## config.mk

```make
export PLATFORM = sky130hd
export DESIGN_NAME = dff_pipeline
export DESIGN_NICKNAME = d
export VERILOG_FILES = /design/src/rtl/dff_pkg.sv /design/src/rtl/dff_stage.sv /design/src/rtl/dff_pipeline.sv
export SDC_FILE = /design/constraint.sdc
export NUM_CORES = 1
export LEC_CHECK = 0
export CAP_MARGIN = 20
export CORE_MARGIN = 2
export CORE_UTILIZATION = 57
export CTS_CLUSTER_SIZE = 16
export DETAILED_ROUTE_END_ITERATION = 10
export MAX_ROUTING_LAYER = met4
export PLACE_DENSITY = 0.83
export SLEW_MARGIN = 15
export SYNTH_ARGS = -nofsm -noshare
export SYNTH_HDL_FRONTEND = slang
export SYNTH_SLANG_ARGS = --single-unit
```

## constraint.sdc

```tcl
create_clock -name clk -period 2.8 [get_ports clk]
set_clock_uncertainty 0.15 [all_clocks]
set_input_delay 0.42 -clock clk [delete_from_list [all_inputs] [get_ports clk]]
set_output_delay 0.42 -clock clk [all_outputs]
set_load 0.01 [all_outputs]
```

## src/rtl/dff_pkg.sv

```systemverilog
// Shared defaults and sizing helper for the dff_pipeline delay line.
package dff_pkg;

    localparam int DFF_DEF_WIDTH = 8;
    localparam int DFF_DEF_DEPTH = 4;

    // Counter width able to hold 0..depth inclusive.
    function automatic int occ_width(input int depth);
        return $clog2(depth + 1);
    endfunction

endpackage

```

## src/rtl/dff_stage.sv

```systemverilog
// One delay-line stage: a WIDTH-bit data register plus its valid bit.
module dff_stage #(
    parameter int               WIDTH     = 8,
    parameter logic [WIDTH-1:0] RESET_VAL = '0
) (
    input  logic             clk,
    input  logic             rst,
    input  logic             en,
    input  logic             flush,
    input  logic [WIDTH-1:0] d_in,
    input  logic             v_in,
    output logic [WIDTH-1:0] d_out,
    output logic             v_out
);

    logic [WIDTH-1:0] data_q;
    logic             vld_q;

    // Flush drops validity only; data keeps shifting state untouched.
    always_ff @(posedge clk or posedge rst) begin
        if (rst) begin
            data_q <= RESET_VAL;
            vld_q  <= 1'b0;
        end else if (flush) begin
            vld_q  <= 1'b0;
        end else if (en) begin
            data_q <= d_in;
            vld_q  <= v_in;
        end
    end

    assign d_out = data_q;
    assign v_out = vld_q;

endmodule

```

## src/rtl/dff_pipeline.sv

```systemverilog
// DEPTH-stage registered delay line with per-stage valid, stall, flush
// and a registered count of valid items in flight.
module dff_pipeline
    import dff_pkg::*;
#(
    parameter int               WIDTH     = DFF_DEF_WIDTH,
    parameter int               DEPTH     = DFF_DEF_DEPTH,
    parameter logic [WIDTH-1:0] RESET_VAL = {WIDTH{1'b0}}
) (
    input  logic                         clk,
    input  logic                         rst,
    input  logic                         en,
    input  logic                         flush,
    input  logic [WIDTH-1:0]             d,
    input  logic                         d_valid,
    output logic [WIDTH-1:0]             q,
    output logic                         q_valid,
    output logic [occ_width(DEPTH)-1:0]  occupancy
);

    localparam int OCC_W = occ_width(DEPTH);

    // Index 0 is the input; index i+1 is the output of stage i.
    logic [DEPTH:0][WIDTH-1:0] dat;
    logic [DEPTH:0]            vld;
    logic [OCC_W-1:0]          occ_q, occ_d;

    assign dat[0] = d;
    assign vld[0] = d_valid;

    for (genvar i = 0; i < DEPTH; i++) begin : g_stage
        dff_stage #(
            .WIDTH     (WIDTH),
            .RESET_VAL (RESET_VAL)
        ) u_stage (
            .clk   (clk),
            .rst   (rst),
            .en    (en),
            .flush (flush),
            .d_in  (dat[i]),
            .v_in  (vld[i]),
            .d_out (dat[i+1]),
            .v_out (vld[i+1])
        );
    end

    // Entry and exit in the same cycle cancel, keeping occ == popcount(vld).
    always_comb begin
        occ_d = occ_q;
        if (flush)
            occ_d = '0;
        else if (en)
            occ_d = occ_q + OCC_W'(d_valid) - OCC_W'(vld[DEPTH]);
    end

    always_ff @(posedge clk or posedge rst) begin
        if (rst)
            occ_q <= '0;
        else
            occ_q <= occ_d;
    end

    assign q         = dat[DEPTH];
    assign q_valid   = vld[DEPTH];
    assign occupancy = occ_q;

endmodule

```

==> impl_metrics.env, run 1 <==
export IMPL_viasPerCell=4.89
export IMPL_synth_ff_type="dfrtp_1"
export IMPL_crit_path_start_kind="flop"
export IMPL_globalplace_congestion=0.762
export IMPL_yosysSeqAreaShare_pct=54.5
export IMPL_postCtsSetupBuffers=0
export IMPL_swShare_pct=24.7
export IMPL_drv_cap=0
export IMPL_yosysWarnings=0
export IMPL_power_density_nw_per_um2=727
export IMPL_clk_pin_slew_ns=0.11
export IMPL_hold_buffers=0
export IMPL_start_util_pct=59.1
export IMPL_syn_nets=126
export IMPL_cts_sinks=39
export IMPL_end_kind="flop"
export IMPL_grt_usage_pct=16.9
export IMPL_antenna_found_initial=0
export IMPL_cts_resized=0
export IMPL_dieArea_um2=3600
export IMPL_yosysUniqueCellTypes=17
export IMPL_route_detailed_drc=0
export IMPL_synth_edf_count=0
export IMPL_crit_type="flop to flop"
export IMPL_setup_viol=0
export IMPL_rows=20
export IMPL_hold_violations=0
export IMPL_fp_dieW_um=60.0
export IMPL_syn_area_um2=1790
export IMPL_switching_power_mw=0.363
export IMPL_die_h_um=60.0
export IMPL_grt_pass1_wl_um=4240
export IMPL_yosysMostFrequentCell="dfrtp_1"
export IMPL_place_ws_ns=0.567
export IMPL_synth_area_leaders="dfrtp_1, mux2_4, buf_12, buf_4, mux2i_1"
export IMPL_synth_cells=110
export IMPL_overflow=0
export IMPL_worst_ep_arrival_time_ns=2.12
export IMPL_reg2regPathDepth=8
export IMPL_cts_htree_levels=2
export IMPL_cts_root_buf="clkbuf_4"
export IMPL_wl_per_cell_um=13.2
export IMPL_crit_fanout=3
export IMPL_grt_pass1_vias=939
export IMPL_p_clk_share_pct=19.3
export IMPL_async_flop_share_pct=100
export IMPL_ant_nets=0
export IMPL_core_um2=3030
export IMPL_layout_cells_non_filler=174
export IMPL_power_frac_comb_pct=27.6
export IMPL_pwr_share_seq_pct=53.1
export IMPL_drtIter0Drc=11
export IMPL_grt_max_degree=40
export IMPL_ys_ff_latch=39
export IMPL_yosys_area_top_type_share_pct=54.5
export IMPL_worst_slew_pin_slew_ns=0.468
export IMPL_diodes=0
export IMPL_setup_slack_ns=0.755
export IMPL_maxSlewViolCount=0
export IMPL_required_ns=2.87
export IMPL_dp_hpwl_um=1530
export IMPL_post_place_cells=167
export IMPL_p_int_mw=1.11
export IMPL_final_layout_size_suffix_gt1_share_pct=33.8
export IMPL_vias=851
export IMPL_relSlewSlack_pct=68.8
export IMPL_fmax_mhz=489
export IMPL_cts_buffer_depth=2
export IMPL_synth_largest_area_cell="dfrtp_1"
export IMPL_cts_tree="built"
export IMPL_final_nets=146
export IMPL_hold_ws_ns=0.341
export IMPL_ir_drop_mv=0.378
export IMPL_pin_count=25
export IMPL_cts_buffers=5
export IMPL_wl_um=2300
export IMPL_drt_first_pass_iters=3
export IMPL_power_leakage_nw=0.955
export IMPL_synth_area_per_cell_um2=16.3
export IMPL_hp_class="input pin to async pin"
export IMPL_period_minus_slack_ns=2.04
export IMPL_clk_latency_ns=0.33
export IMPL_port_buffers=24
export IMPL_area_growth_pct=13.0
export IMPL_rsz0062_at_grt="false"
export IMPL_synth_commonest_cells="dfrtp_1, mux2_4, buf_4, nor2_1, mux2i_1"
export IMPL_final_setup_tns_ns=0
export IMPL_outcome="finished, final reports clean"
export IMPL_fin_crit_sh_pct=73.0
==> per-stage QoR <==
| stage | instance area [um^2] | util (%) | power, mW |
|---|---|---|---|
| floorplan | 1790 | - | 1.11 |
| global placement | 1970 | 64.9 | 1.18 |
| detailed placement | 1970 | 64.9 | 1.20 |
| CTS | 2020 | 66.8 | 1.49 |
| global route | 2020 | 66.8 | 1.57 |
| finish | 2020 | 66.8 | 1.47 |
==> path summary, 6_finish.rpt <==
kind | start | slack [ns] | to
hold reg to reg | g_stage[0].u_stage.d_out[1] | 0.36 | g_stage[1].u_stage.d_out[1]
setup / recovery | g_stage[3].u_stage.v_out | 0.76 | occupancy[2]
hold / removal | rst | 0.34 | g_stage[3].u_stage.d_out[7]
setup reg to reg | g_stage[3].u_stage.v_out | 0.76 | occupancy[2]
min in group clk | g_stage[0].u_stage.d_out[1] | 0.36 | g_stage[1].u_stage.d_out[1]
max in group asynchronous | rst | 1.82 | g_stage[1].u_stage.v_out
==> logic make-up after synthesis <==
logic type	Yosys count	synth area share [%]
simple gates	9	2.59
compound gates	3	1.19
mux	37	29.2
fa+ha+maj	3	2.52
buf+inv	18	9.44
flops	39	54.5
xor+xnor	1	0.490
==> area by class of cell <==
cell class                      count  area [um^2]
Timing Repair Buffer               27          275
Clock buffer                        6         51.3
Inverter                            4         15.0
Clock inverter                      1         5.00
Multi-Input combinational cell     53          644
Fill cell                         225         1010
Sequential cell                    39          976
Tap cell                           44         55.1
==> critical path: stages (launching register included) <==
cell	delay (ns)
dfrtp_1	0.42
ha_1	0.29
inv_1	0.05
ha_1	0.13
inv_1	0.05
fa_1	0.37
xor2_1	0.19
a21oi_1	0.09
a31o_2	0.21
==> power by group through the flow <==
stage / logic [mW] / clock network (mW) / registers, mW
global placement: 0.399 / 0 / 0.785
floorplan: 0.343 / 0 / 0.768
detailed placement: 0.408 / 0 / 0.792
global route: 0.441 / 0.327 / 0.800
finish: 0.406 / 0.284 / 0.780
CTS: 0.412 / 0.296 / 0.783
==> sequential cells by signal, summed over array words and instances, names as in the netlist <==
register               cells
g_stage.u_stage.d_out     32
g_stage.u_stage.v_out      4
occupancy                  3
==> layer usage <==
metal | GRT usage, % | part of all wire [%] | up-vias
li1 | - | - | 398
met1 | 21.2 | 46 | 428
met2 | 24.7 | 48 | 18
met3 | 4.55 | 3.9 | 7
met4 | 9.52 | 2.1 | 0
met5 | - | 0 | -
==> cell usage in the layout (no fill, tap or decap), drive strengths merged <==
master / synthesis / layout
mux2: 32 / 32
fa: 1 / 1
nor2b: 1 / 1
xor2: 1 / 1
mux2i: 5 / 5
a21oi: 1 / 1
a211oi: 1 / 1
clkinv: 0 / 1
ha: 2 / 2
nand2b: 1 / 1
a31o: 1 / 1
buf: 14 / 3
clkdlybuf4s50: 0 / 24
inv: 4 / 4
nor2: 7 / 7
clkbuf: 0 / 6
dfrtp: 39 / 39
Note: power is estimated with default switching activity, not from simulation.
==> run 2, diff against run 1 <==
--- a/config.mk
+++ b/config.mk
@@ -7,11 +7,11 @@
 export LEC_CHECK = 0
 export CAP_MARGIN = 20
 export CORE_MARGIN = 2
-export CORE_UTILIZATION = 57
+export CORE_UTILIZATION = 53
 export CTS_CLUSTER_SIZE = 16
 export DETAILED_ROUTE_END_ITERATION = 10
 export MAX_ROUTING_LAYER = met4
-export PLACE_DENSITY = 0.83
+export PLACE_DENSITY = 0.78
 export SLEW_MARGIN = 15
 export SYNTH_ARGS = -nofsm -noshare
 export SYNTH_HDL_FRONTEND = slang
==> constraint.sdc (replaced) <==
create_clock -name clk -period 1.9 [get_ports clk]
set_clock_uncertainty 0.15 [all_clocks]
set_input_delay 0.285 -clock clk [delete_from_list [all_inputs] [get_ports clk]]
set_output_delay 0.285 -clock clk [all_outputs]
set_load 0.01 [all_outputs]
==> impl_metrics.env, run 2 (same netlist as run 1, synthesis figures left out) <==
export IMPL_crit_path_start_kind="flop"
export IMPL_power_density_nw_per_um2=1100
export IMPL_viasPerCell=4.79
export IMPL_power_leakage_nw=0.994
export IMPL_drv_cap=0
export IMPL_largest_reg_flops=32
export IMPL_worst_ep_arrival_time_ns=2.08
export IMPL_pin_count=25
export IMPL_clk_latency_ns=0.35
export IMPL_drtIter0Drc=47
export IMPL_area_growth_pct=19.5
export IMPL_rows=21
export IMPL_grt_pass1_wl_um=4390
export IMPL_diodes=0
export IMPL_period_minus_slack_ns=1.98
export IMPL_ir_drop_mv=0.744
export IMPL_setup_viol=1
export IMPL_clk_pin_slew_ns=0.11
export IMPL_rsz0062_at_grt="true"
export IMPL_hold_ws_ns=0.192
export IMPL_fp_dieW_um=62.1
export IMPL_cts_root_buf="clkbuf_4"
export IMPL_cp_cell_sequence="inv_2, ha_4, inv_4, ha_4, inv_2, fa_2, xor2_2, a21oi_2, a31o_2"
export IMPL_hp_class="input pin to async pin"
export IMPL_num_fill_cells=234
export IMPL_failed_checks="setup timing"
export IMPL_hold_violations=0
export IMPL_cts_buffer_depth=2
export IMPL_final_nets=151
export IMPL_grt_usage_pct=15.2
export IMPL_cts_sinks=39
export IMPL_required_ns=2.00
export IMPL_die_h_um=62.1
export IMPL_dieArea_um2=3860
export IMPL_globalplace_congestion=0.732
export IMPL_maxSlewViolCount=0
export IMPL_port_buffers=24
export IMPL_relSlewSlack_pct=68.3
export IMPL_vias=872
export IMPL_cpMaxStageDelayCell="dfrtp_1"
export IMPL_cts_tree="built"
export IMPL_ant_nets=0
export IMPL_fmax_mhz=504
export IMPL_final_common_cell="dfrtp_1"
export IMPL_setup_slack_ns=-0.0824
export IMPL_drt_first_pass_iters=4
export IMPL_slowest_delay_ns=0.42
export IMPL_fin_crit_sh_pct=104
export IMPL_antenna_found_initial=0
export IMPL_worst_slew_pin_slew_ns=0.475
export IMPL_outcome="finished with violations"
export IMPL_end_kind="flop"
export IMPL_final_setup_tns_ns=-0.0824
export IMPL_crit_fanout=2
export IMPL_grt_max_degree=40
export IMPL_crit_buf_inv=3
export IMPL_route_detailed_drc=0
export IMPL_crit_type="flop to flop"
export IMPL_cp_top_family="adder cells"
export IMPL_final_layout_size_suffix_gt1_share_pct=44.1
export IMPL_most_common_layout_cells="dfrtp_1, mux2_4, clkdlybuf4s50_1, nor2_1, buf_4"
export IMPL_overflow=0
export IMPL_wl_um=2510
export IMPL_dp_hpwl_um=1650
export IMPL_wl_per_cell_um=13.8
export IMPL_cts_buffers=5
export IMPL_core_um2=3280
export IMPL_grt_pass1_vias=960
export IMPL_start_util_pct=54.5
export IMPL_cts_htree_levels=2
==> run 2: changes by cell type in the layout (fill, tap and decap cells not counted), moves of 2 or more <==
cell / previous run / this run
inv_2: 0 / 2
ha_1: 2 / 0
buf_4: 2 / 7
ha_4: 0 / 2
inv_1: 4 / 1
==> run 2: worst min-delay path: stages <==
cell,delay [ns]
clkdlybuf4s50_1,0.40
inv_1,0.05
buf_4,0.40
==> run 2: layer usage <==
metal	vias up	routed length [um]	track usage, %
met5	-	0	-
met4	0	74	9.17
met3	8	114	3.62
met2	22	1200	23.1
met1	431	1130	18.7
li1	411	-	-
==> run 2: power breakdown <==
group | switching [mW] | internal, mW | leakage, nW
sequential | 0.118 | 1.03 | 0.473
combinational | 0.181 | 0.441 | 0.473
clock | 0.265 | 0.311 | 0.0482
==> run 2: repair_timing <==
item | CTS | global route
resized for setup | 2 | 10
pin swaps | 2 | 3
endpoints found under the setup margin | 2 | 2
hold buffers | 0 | 0
setup buffers | 1 | 0
==> run 2: worst paths after layout <==
path                                             start                           to  slack (ns)  cells past startpoint
min                                                rst  g_stage[3].u_stage.d_out[7]        0.19                      3
max                                       occupancy[0]                 occupancy[2]       -0.08                      9
max in group asynchronous                          rst                 occupancy[1]        1.05                      3
min reg2reg                g_stage[0].u_stage.d_out[1]  g_stage[1].u_stage.d_out[1]        0.37                      1
max reg2reg                               occupancy[0]                 occupancy[2]       -0.08                      9
min in group clk           g_stage[0].u_stage.d_out[1]  g_stage[1].u_stage.d_out[1]        0.37                      1
==> run 2: area by class of cell <==
| type | instances | area (um^2) | area share (%) |
|---|---|---|---|
| Tap cell | 46 | 57.6 | 2.69 |
| Inverter | 4 | 17.5 | 0.819 |
| Clock inverter | 2 | 35.0 | 1.64 |
| Multi-Input combinational cell | 53 | 688 | 32.2 |
| Timing Repair Buffer | 32 | 312 | 14.6 |
| Sequential cell | 39 | 977 | 45.7 |
| Clock buffer | 6 | 51.3 | 2.40 |
==> run 2: stage by stage <==
step	setup slack, ns	power (mW)	area (um^2)	utilization [%]	instances
2_1_floorplan	-0.0590	1.64	1790	-	110
3_3_place_gp	-0.0971	1.75	2000	60.9	173
3_5_place_dp	-0.142	1.78	2000	60.9	173
4_1_cts	-0.120	2.36	2100	63.9	182
5_1_grt	-0.154	2.47	2140	65.1	182
6_report	-0.0824	2.35	2140	65.1	182
